**src/rtl/rxacl_pkg.sv**
```systemverilog
// Shared types and constants for the RX ACL payload buffer scheduler.
package rxacl_pkg;

  localparam int AW_BANK = 7;
  localparam int LENW    = 10;

  typedef enum logic [1:0] {
    EMPTY = 2'd0,
    FILL  = 2'd1,
    FULL  = 2'd2
  } bank_state_e;

  typedef struct packed {
    logic [LENW-1:0] len;
    logic [1:0]      llid;
  } desc_t;

endpackage

```
**src/rtl/rxacl_bank_state.sv**
```systemverilog
// One payload bank: EMPTY/FILL/FULL lifecycle plus the descriptor of the packet it holds.
module rxacl_bank_state
  import rxacl_pkg::*;
(
  input  logic        clk,
  input  logic        rst,
  input  logic        wr_fill,
  input  logic        wr_commit,
  input  logic        wr_abort,
  input  logic        rd_release,
  input  desc_t       desc_in,
  output bank_state_e state,
  output desc_t       desc
);

  bank_state_e state_q, state_d;
  desc_t       desc_q, desc_d;

  always_ff @(posedge clk) begin
    if (rst) begin
      state_q <= EMPTY;
      desc_q  <= '0;
    end else begin
      state_q <= state_d;
      desc_q  <= desc_d;
    end
  end

  // Abort beats commit; commit straight from EMPTY is a zero-data packet.
  always_comb begin
    state_d = state_q;
    desc_d  = desc_q;
    case (state_q)
      EMPTY: begin
        if (wr_abort) begin
          state_d = EMPTY;
        end else if (wr_commit) begin
          state_d = FULL;
          desc_d  = desc_in;
        end else if (wr_fill) begin
          state_d = FILL;
        end
      end
      FILL: begin
        if (wr_abort) begin
          state_d = EMPTY;
        end else if (wr_commit) begin
          state_d = FULL;
          desc_d  = desc_in;
        end
      end
      FULL: begin
        if (rd_release) begin
          state_d = EMPTY;
        end
      end
      default: state_d = EMPTY;
    endcase
  end

  assign state = state_q;
  assign desc  = desc_q;

endmodule

```
**src/rtl/rxacl_bank_sched.sv**
```systemverilog
// Ping-pong bank scheduler and single-port SRAM arbiter for the RX ACL payload buffer.
// Optional RXACL_DROP_CNT_EN adds a saturating dropped-commit counter (drop_cnt, drop_cnt_clr).
module rxacl_bank_sched #(
  parameter int AW_BANK = 7,
  parameter int LENW    = 10
) (
  input  logic               clk_6M,
  input  logic               rst,
  input  logic               lnctrl_we,
  input  logic [AW_BANK-1:0] lnctrl_addr,
  input  logic [31:0]        lnctrl_din,
  input  logic               lnctrl_commit,
  input  logic               lnctrl_abort,
  input  logic [LENW-1:0]    lnctrl_len,
  input  logic [1:0]         lnctrl_llid,
  output logic               rx_flow,
  input  logic               bsm_cs,
  input  logic [AW_BANK-1:0] bsm_addr,
  input  logic               bsm_read_endp,
  output logic               bsm_gnt,
  output logic               bsm_dvalid,
  output logic               bsm_pkt_valid,
  output logic [LENW-1:0]    bsm_pkt_len,
  output logic [1:0]         bsm_pkt_llid,
  output logic [AW_BANK:0]   sram_a,
  output logic [31:0]        sram_din,
  output logic               sram_we,
  output logic               sram_cs
`ifdef RXACL_DROP_CNT_EN
  ,
  input  logic               drop_cnt_clr,
  output logic [7:0]         drop_cnt
`endif
);

  import rxacl_pkg::*;

  logic        wr_bank_q, wr_bank_d;
  logic        rd_bank_q, rd_bank_d;
  logic        dvalid_q, dvalid_d;
  logic        wr_full, wr_acc, commit_acc, abort_acc, rd_release;
  logic [1:0]  bank_fill, bank_commit, bank_abort, bank_release;
  bank_state_e bank_st [2];
  desc_t       bank_desc [2];
  desc_t       desc_in;

  assign desc_in = '{len: lnctrl_len, llid: lnctrl_llid};

  // A FULL write bank means no free bank: writes and commits are silently dropped.
  always_comb begin
    wr_full       = (bank_st[wr_bank_q] == FULL);
    wr_acc        = lnctrl_we & ~wr_full;
    commit_acc    = lnctrl_commit & ~lnctrl_abort & ~wr_full;
    abort_acc     = lnctrl_abort & ~wr_full;
    bsm_pkt_valid = (bank_st[rd_bank_q] == FULL);
    rd_release    = bsm_read_endp & bsm_pkt_valid;

    bank_fill    = '0;
    bank_commit  = '0;
    bank_abort   = '0;
    bank_release = '0;
    bank_fill[wr_bank_q]    = wr_acc;
    bank_commit[wr_bank_q]  = commit_acc;
    bank_abort[wr_bank_q]   = abort_acc;
    bank_release[rd_bank_q] = rd_release;

    wr_bank_d = wr_bank_q ^ commit_acc;
    rd_bank_d = rd_bank_q ^ rd_release;
  end

  for (genvar b = 0; b < 2; b++) begin : g_bank
    rxacl_bank_state u_bank (
      .clk       (clk_6M),
      .rst       (rst),
      .wr_fill   (bank_fill[b]),
      .wr_commit (bank_commit[b]),
      .wr_abort  (bank_abort[b]),
      .rd_release(bank_release[b]),
      .desc_in   (desc_in),
      .state     (bank_st[b]),
      .desc      (bank_desc[b])
    );
  end

  // Air-side writes always win the single SRAM port.
  always_comb begin
    bsm_gnt  = bsm_cs & ~wr_acc & bsm_pkt_valid;
    dvalid_d = bsm_gnt;
    sram_cs  = 1'b0;
    sram_we  = 1'b0;
    sram_a   = '0;
    sram_din = '0;
    if (wr_acc) begin
      sram_cs  = 1'b1;
      sram_we  = 1'b1;
      sram_a   = {wr_bank_q, lnctrl_addr};
      sram_din = lnctrl_din;
    end else if (bsm_gnt) begin
      sram_cs = 1'b1;
      sram_a  = {rd_bank_q, bsm_addr};
    end
  end

  always_ff @(posedge clk_6M) begin
    if (rst) begin
      wr_bank_q <= 1'b0;
      rd_bank_q <= 1'b0;
      dvalid_q  <= 1'b0;
    end else begin
      wr_bank_q <= wr_bank_d;
      rd_bank_q <= rd_bank_d;
      dvalid_q  <= dvalid_d;
    end
  end

  assign bsm_dvalid   = dvalid_q;
  assign bsm_pkt_len  = bsm_pkt_valid ? bank_desc[rd_bank_q].len  : '0;
  assign bsm_pkt_llid = bsm_pkt_valid ? bank_desc[rd_bank_q].llid : '0;
  assign rx_flow      = ~((bank_st[0] == FULL) && (bank_st[1] == FULL));

`ifdef RXACL_DROP_CNT_EN
  logic       drop;
  logic [7:0] drop_cnt_q, drop_cnt_d;

  // A clear in the same cycle as a drop keeps that drop.
  always_comb begin
    drop       = lnctrl_commit & ~lnctrl_abort & wr_full;
    drop_cnt_d = drop_cnt_q;
    if (drop_cnt_clr) begin
      drop_cnt_d = drop ? 8'd1 : 8'd0;
    end else if (drop && (drop_cnt_q != 8'hFF)) begin
      drop_cnt_d = drop_cnt_q + 8'd1;
    end
  end

  always_ff @(posedge clk_6M) begin
    if (rst) begin
      drop_cnt_q <= '0;
    end else begin
      drop_cnt_q <= drop_cnt_d;
    end
  end

  assign drop_cnt = drop_cnt_q;
`endif

endmodule

```
**config.mk**
```make
export PLATFORM = sky130hd
export DESIGN_NAME = rxacl_bank_sched
export DESIGN_NICKNAME = d
export VERILOG_FILES = /design/src/rtl/rxacl_pkg.sv /design/src/rtl/rxacl_bank_state.sv /design/src/rtl/rxacl_bank_sched.sv
export SDC_FILE = /design/constraint.sdc
export NUM_CORES = 1
export LEC_CHECK = 0
export ABC_AREA = 1
export BUFFER_PORTS_ARGS = -buffer_cell sky130_fd_sc_hd__buf_2
export CELL_PAD_IN_SITES_DETAIL_PLACEMENT = 0
export CELL_PAD_IN_SITES_GLOBAL_PLACEMENT = 2
export CORE_MARGIN = 2
export CORE_UTILIZATION = 20
export DETAILED_ROUTE_END_ITERATION = 16
export PLACE_DENSITY = 0.86
export SETUP_SLACK_MARGIN = 0.4
export SYNTH_ARGS = -nofsm -noshare
export SYNTH_HDL_FRONTEND = slang
export SYNTH_SLANG_ARGS = --single-unit
```
**constraint.sdc**
```tcl
create_clock -name clk_6M -period 2.15 [get_ports clk_6M]
set_clock_uncertainty 0.2 [all_clocks]
set_input_delay 0.215 -clock clk_6M [delete_from_list [all_inputs] [get_ports clk_6M]]
set_output_delay 0.215 -clock clk_6M [all_outputs]
set_load 0.01 [all_outputs]
```
Word level (Yosys, flattened, before mapping)
Cells that the tools add are included.

storage, ports and cells
  output and inout port bits = 58
  logic and storage cells = 94
  bits in latches = 0
  bits in writable memories = 0
  memories kept = 0
  bits in registers = 31
  input bits = 65
  ROM bits = 0

cells by class
  shift operators = 0
  mux-type cells = 35
  divide/modulo/power cells = 0
  bitwise logic cells = 21
  order comparisons = 6
  $mul = 0
  eq/ne operators = 12
  reduce and logical (&&, ||, !) cells = 11
  add/sub/neg operators = 0

operators with widths
  cell                                                         number
  two-way mux 2 bit                                            19
  two-way mux 12 bit                                           3
  two-way mux 32 bit                                           1
  two-way mux 8 bit                                            2
  case mux 2 bit (3 select lines)                              2
  AND reduction 3 bit                                          4
  two-way mux 10 bit                                           1
  bitwise AND 2 bit                                            4
  equality test 2 bit (second input constant)                  4
  != test 4 bit (second input constant)                        2
  bitwise AND 1 bit                                            7
  != test 3 bit (second input constant)                        2
  inverter 1 bit                                               6
  two-way mux 1 bit                                            5
  equality test 2 x 1 -> 1 bit (second input constant)         2
  greater-or-equal comparator 2 bit (second input constant)    2
  logical NOT 2 bit                                            2
  less-than comparator 1 x 2 -> 1 bit (second input constant)  2
  != test 2 bit (second input constant)                        2
  inverter 1 -> 2 bit                                          2
  OR reduction 2 bit                                           2
  logical AND 1 bit                                            3
  demux 1 bit (select 1 bit)                                   2
  greater-or-equal comparator 1 bit (second input constant)    2
  XOR 1 bit                                                    2

Depth between registers and ports, before layout
  word-level depth = 12
  depth in mapped cells = 13
  gate-level depth less buffers = 13

By module
A second synthesis with hierarchy kept.

unflattened totals
  cells, all modules = 352
  area, all modules = 2,093.3 µm²

by module, submodules not included
  module            cells each  instances  seq. area each (µm²)  area an instance (µm²)
  rxacl_bank_state  90          2          280.3                 641.9
  rxacl_bank_sched  172         1          60.1                  809.5

Worst setup path before layout
No wires, ideal clock.

  path kind = register -> register
  start point = register g_bank[0].u_bank.state_q[0]
  end point = register g_bank[1].u_bank.desc_q (netlist bit g_bank[1].u_bank.desc[4])
  data required time = 1.880 ns
  path buffers = 1
  period minus slack after synthesis = 1.944 ns
  stages on the path, launching flop included = 11
  setup time = 0.070 ns
  slack = 0.206 ns
  data arrival time = 1.674 ns
  path through = dfxtp_1 inv_2 nand2_1 nand2_1 nand2_2 nand2_1 nor2_1 ha_1 clkbuf_1 nand4_1 a21oi_1

on the way
  longest elaborated chain between the ends = 9
  elaborated cells between the ends (all ways) = 11
  classes of those cells = eq/ne: 1; mux: 3; bitwise: 6; reduce/logical: 1

ends and longest elaborated chain
  item                                                       line                                            RTL
  from (decl)                                                rxacl_bank_state.sv:16                          bank_state_e state_q, state_d;
  from (signal assigned)                                     rxacl_bank_state.sv:24                          state_q <= state_d;
  two-way mux 2 bit (implied by the code) (*) (3 in series)  rxacl_bank_sched.sv:51                          wr_full = (bank_st[wr_bank_q] == FULL);
  equality test 2 bit (*)                                    rxacl_bank_sched.sv:51
  inverter 1 bit (*)                                         rxacl_bank_sched.sv:53, rxacl_bank_sched.sv:54
  bitwise AND 1 bit                                          rxacl_bank_sched.sv:54                          abort_acc = lnctrl_abort & ~wr_full;
  bitwise AND 2 bit (no line)                                n/a
  inverter 1 bit (no line)                                   n/a
  AND reduction 3 bit (no line) (*)                          n/a
  to (signal assigned)                                       rxacl_bank_state.sv:25                          desc_q <= desc_d;
  to (decl)                                                  rxacl_bank_state.sv:17                          desc_t desc_q, desc_d;

Mark *: on every way between the ends. The rest lies on a longest branch, timed or not. The select of a mux whose other input is x is not followed.
A chain may end at the register's enable or synchronous reset.

Worst setup path in the final report
  start point = register g_bank[1].u_bank.state_q[0]
  end point = output sram_a[6]

on the way
  longest elaborated chain between the ends = 11
  elaborated cells between the ends (all ways) = 15
  classes of those cells = eq/ne: 2; mux: 8; bitwise: 5

ends and longest elaborated chain
  item                                                   line                    RTL
  from (decl)                                            rxacl_bank_state.sv:16
  from (signal assigned)                                 rxacl_bank_state.sv:24
  two-way mux 2 bit (implied by the code) (3 in series)  rxacl_bank_sched.sv:51
  equality test 2 bit                                    rxacl_bank_sched.sv:51
  inverter 1 bit                                         rxacl_bank_sched.sv:52  wr_acc = lnctrl_we & ~wr_full;
  bitwise AND 1 bit                                      rxacl_bank_sched.sv:52
  inverter 1 bit                                         rxacl_bank_sched.sv:87  bsm_gnt = bsm_cs & ~wr_acc & bsm_pkt_valid;
  bitwise AND 1 bit (2 in series)                        rxacl_bank_sched.sv:87
  two-way mux 8 bit                                      rxacl_bank_sched.sv:98  end else if (bsm_gnt) begin
  two-way mux 8 bit (*)                                  rxacl_bank_sched.sv:93  if (wr_acc) begin
  to (decl)                                              rxacl_bank_sched.sv:25  output logic [AW_BANK:0] sram_a,

Marks and branches as above.

==> key figures <==
Logic synthesis
  • Synthesized area per cell: between 6 and 7 sq um
  • #FFs+latches synth: 31
  • Syn_nets: just under 400
  • Synth warn: 0
  • Sequential area share after synthesis: approximately a third
  • Synth unique cells: 25
  • Post-Syn Instances: 320
  • Post-Syn Area: 1947 sq um

Min path
  • HP Class: in -> reg

Clock tree
  • H-tree Lvls: 2
  • CTS Buffer Depth: 2
  • # clock sinks: 31
  • Cts hold-fix bufs: 0
  • CTS Root Cell: clkbuf_8
  • Clock-pin transition on the worst setup and hold timing paths: about 70 ps
  • CTS Buf Count: 5
  • Latest clock arrival within the worst-skew pair: around 280 ps
  • CTS tree: yes

Global routing
  • Largest net degree at the start of global routing: 27
  • Total congestion overflow: 0
  • Vias in the first global route: roughly 2000
  • Initial antenna violation count: 0
  • First-pass GRT wire length: between 9000 and 10000 um
  • Total Routing Usage GR: a little under an eighth

Placement
  • PortBufs: between 100 and 150
  • DP Wirelength: 4793 um
  • GP Congestion: 0.7142

Pwr
  • Peak supply drop: 0.0001953 V
  • Reg power frac: between 30% and 40%
  • Pwr per Cell Area: 562.8 nW/um^2
  • Leakage: 1.749 nW
  • Internal power: 1.215 mW
  • Sw Share: a little over a third
  • Combinational power share: just under 40%
  • Power Total: ~1.9 mW
  • Clk pwr share: a little over a quarter
  • Psw: 677.5 uW

Cells and area
  • Nets@finish: 530
  • Diode count: 0
  • FF+latch area: ~640 sq um
  • Multi-input gate area: roughly 1300 sq um
  • Layout cells sized above 1: ~50%
  • Area Growth Syn to Fin: 72.75%
  • Fill cells: 1050

Floorplan
  • Die width: approximately 100 um
  • Rows: 36
  • Die area: 10540 sq um
  • Initial Utilization: 20.29%
  • Core Footprint: 9594 sq um
  • # IOs: approximately 120
  • Die Y-Extent: about 100 um

Setup path
  • Worst setup path category: reg -> out
  • Crit-path max FO: 8
  • Crit path launch type: flip-flop
  • CP required: ~1700 ps
  • Crit end category: output pin
  • Arr. time, crit path: ~1500 ps

Route
  • Routed vias: 2425
  • Via-to-Cell Ratio: 4.082
  • Remaining DRCs: 0
  • Drt first pass iters: 4
  • WL/cell: between 10 and 15 um
  • Iteration-0 DRC Markers: 46
  • Routed Antenna Nets: 0
  • DRT Wirelength: approximately 7000 um

Timing
  • Hold Vio Cnt, Final: 0
  • Max_slew headroom: between 50% and 60%
  • Final Max Tran Viols: 0
  • Tmin final: ~1900 ps
  • Fmax: ~0.53 GHz
  • Final worst path period share: about nine tenths
  • Worst-Margin Slew: 706.9 ps
  • Endpoints failing setup: 0
  • Setup TNS: 0 ps
  • RSZ-0062 raised after global routing: true

Flow run
  • Max Cap Viol: 0

Status
  • Outcome: finished, final reports clean
-- worst max-delay path, stage by stage (launching register included) --
cell,delay (ps)
dfxtp_4,370
inv_4,60
nand2_4,50
nand2_4,70
nand2_4,80
nand2_8,100
nand3_4,120
inv_8,120
nand2_1,50
nand2_1,50
buf_2,130
-- cells in the mapped netlist --
library cell	count	area, sq um
nor2_2	1	6.260
nand2_1	71	266.5
o21ai_0	27	135.1
nand4_1	12	75.07
nand3_2	2	20.02
buf_1	2	7.510
buf_6	2	22.52
buf_4	1	7.510
and2_1	1	6.260
o21ai_2	1	8.760
buf_2	7	35.03
inv_2	6	22.52
nand2_2	3	18.77
nand3_1	5	25.02
nand3_4	1	17.52
inv_4	1	6.260
ha_1	5	62.56
nor2_1	43	161.4
nor3_1	1	5.000
a21oi_1	28	140.1
o22ai_1	1	6.260
inv_1	62	232.7
nand2_4	2	22.52
clkbuf_1	4	15.01
dfxtp_1	31	620.6
-- power by group through the flow --
| stage | Combinational [mW] | Clock [mW] | Sequential [mW] |
|---|---|---|---|
| global route | 0.804 | 0.559 | 0.651 |
| global placement | 0.526 | 0 | 0.650 |
| CTS | 0.593 | 0.528 | 0.644 |
| floorplan | 0.328 | 0 | 0.646 |
| finish | 0.729 | 0.517 | 0.647 |
| detailed placement | 0.529 | 0 | 0.651 |
-- sequential cells by signal (all words and copies together) (netlist names) --
signal	flops
g_bank.u_bank.state	4
rd_bank_q	1
wr_bank_q	1
bsm_dvalid	1
g_bank.u_bank.desc	24
-- routing by layer --
| metal | vias up | global-route usage [%] | part of all wire [%] |
|---|---|---|---|
| met1 | 1107 | 14.35 | 44 |
| met5 | - | 0 | 0 |
| met3 | 7 | 3.864 | 5.5 |
| li1 | 1260 | - | - |
| met4 | 0 | 1.846 | 0.85 |
| met2 | 51 | 19.46 | 50 |
-- path summary, 6_finish.rpt --
path	cells past startpoint	to	startpoint	slack, ps
max	10	sram_a[6]	g_bank[1].u_bank.state[0]$_SDFFE_PP0P_	260
min	3	g_bank[0].u_bank.desc[7]$_SDFFE_PP0P_	lnctrl_len[5]	10
max reg2reg	13	g_bank[1].u_bank.state[0]$_SDFFE_PP0P_	g_bank[1].u_bank.state[0]$_SDFFE_PP0P_	310
min reg2reg	2	g_bank[0].u_bank.desc[4]$_SDFFE_PP0P_	g_bank[0].u_bank.desc[4]$_SDFFE_PP0P_	250
-- through the flow --
step                      hold WS (ps)  cell area [sq um]  setup WS [ps]  cells  util, %
after floorplan                  183.4               1959          406.1    320        -
after detailed placement         239.0               2693          219.9    565    28.06
after global routing             19.68               3363          169.8    594    35.05
after CTS                        13.05               2965          251.8    578    30.91
final                            11.88               3363          255.7    594    35.05
after global placement           233.6               2693          269.5    565    28.06
-- placed cells by master, fill, tap and decap left out, types with 3 or more instances in the layout --
master,netlist,routed
o21ai_2,1,11
inv_4,1,3
a21oi_2,0,14
nand3_1,5,5
o21ai_0,27,15
dfxtp_2,0,3
buf_4,1,15
inv_2,6,3
nand2_2,3,13
nand2_4,2,6
buf_2,7,118
inv_1,62,62
dfxtp_4,0,3
dfxtp_1,31,25
a21oi_1,28,14
buf_6,2,7
nor2_2,1,8
nor2_1,43,34
nand2_1,71,55
nand2_8,0,4
buf_8,0,4
nand3_4,1,4
nand4_1,12,12
ha_1,5,3
clkbuf_8,0,7
-- cell type report --
| type | count | share of cell area [%] |
|---|---|---|
| clock inverter | 1 | 0.2232 |
| multi-input combinational | 207 | 38.54 |
| clock buffer | 7 | 2.865 |
| sequential | 31 | 18.90 |
| timing repair buffer | 146 | 26.38 |
| tap | 133 | 4.948 |
| inverter | 69 | 8.147 |
-- logic make-up (layout without fill, tap and decap cells) --
kind of cell | after synthesis | after routing | synth area share (%)
flops | 31 | 31 | 31.88
fa+ha+maj | 5 | 5 | 3.213
simple gates | 142 | 145 | 32.07
compound gates | 57 | 57 | 14.91
buf+inv | 85 | 223 | 17.93
-- timing repair --
action / 4_1_cts / 5_1_grt
pin swaps: 7 / 31
setup endpoints to repair: 83 / 84
setup buffers: 5 / 12
gates resized for setup: 31 / 75
gates cloned: 0 / 4
(Power assumes the default switching activity.)
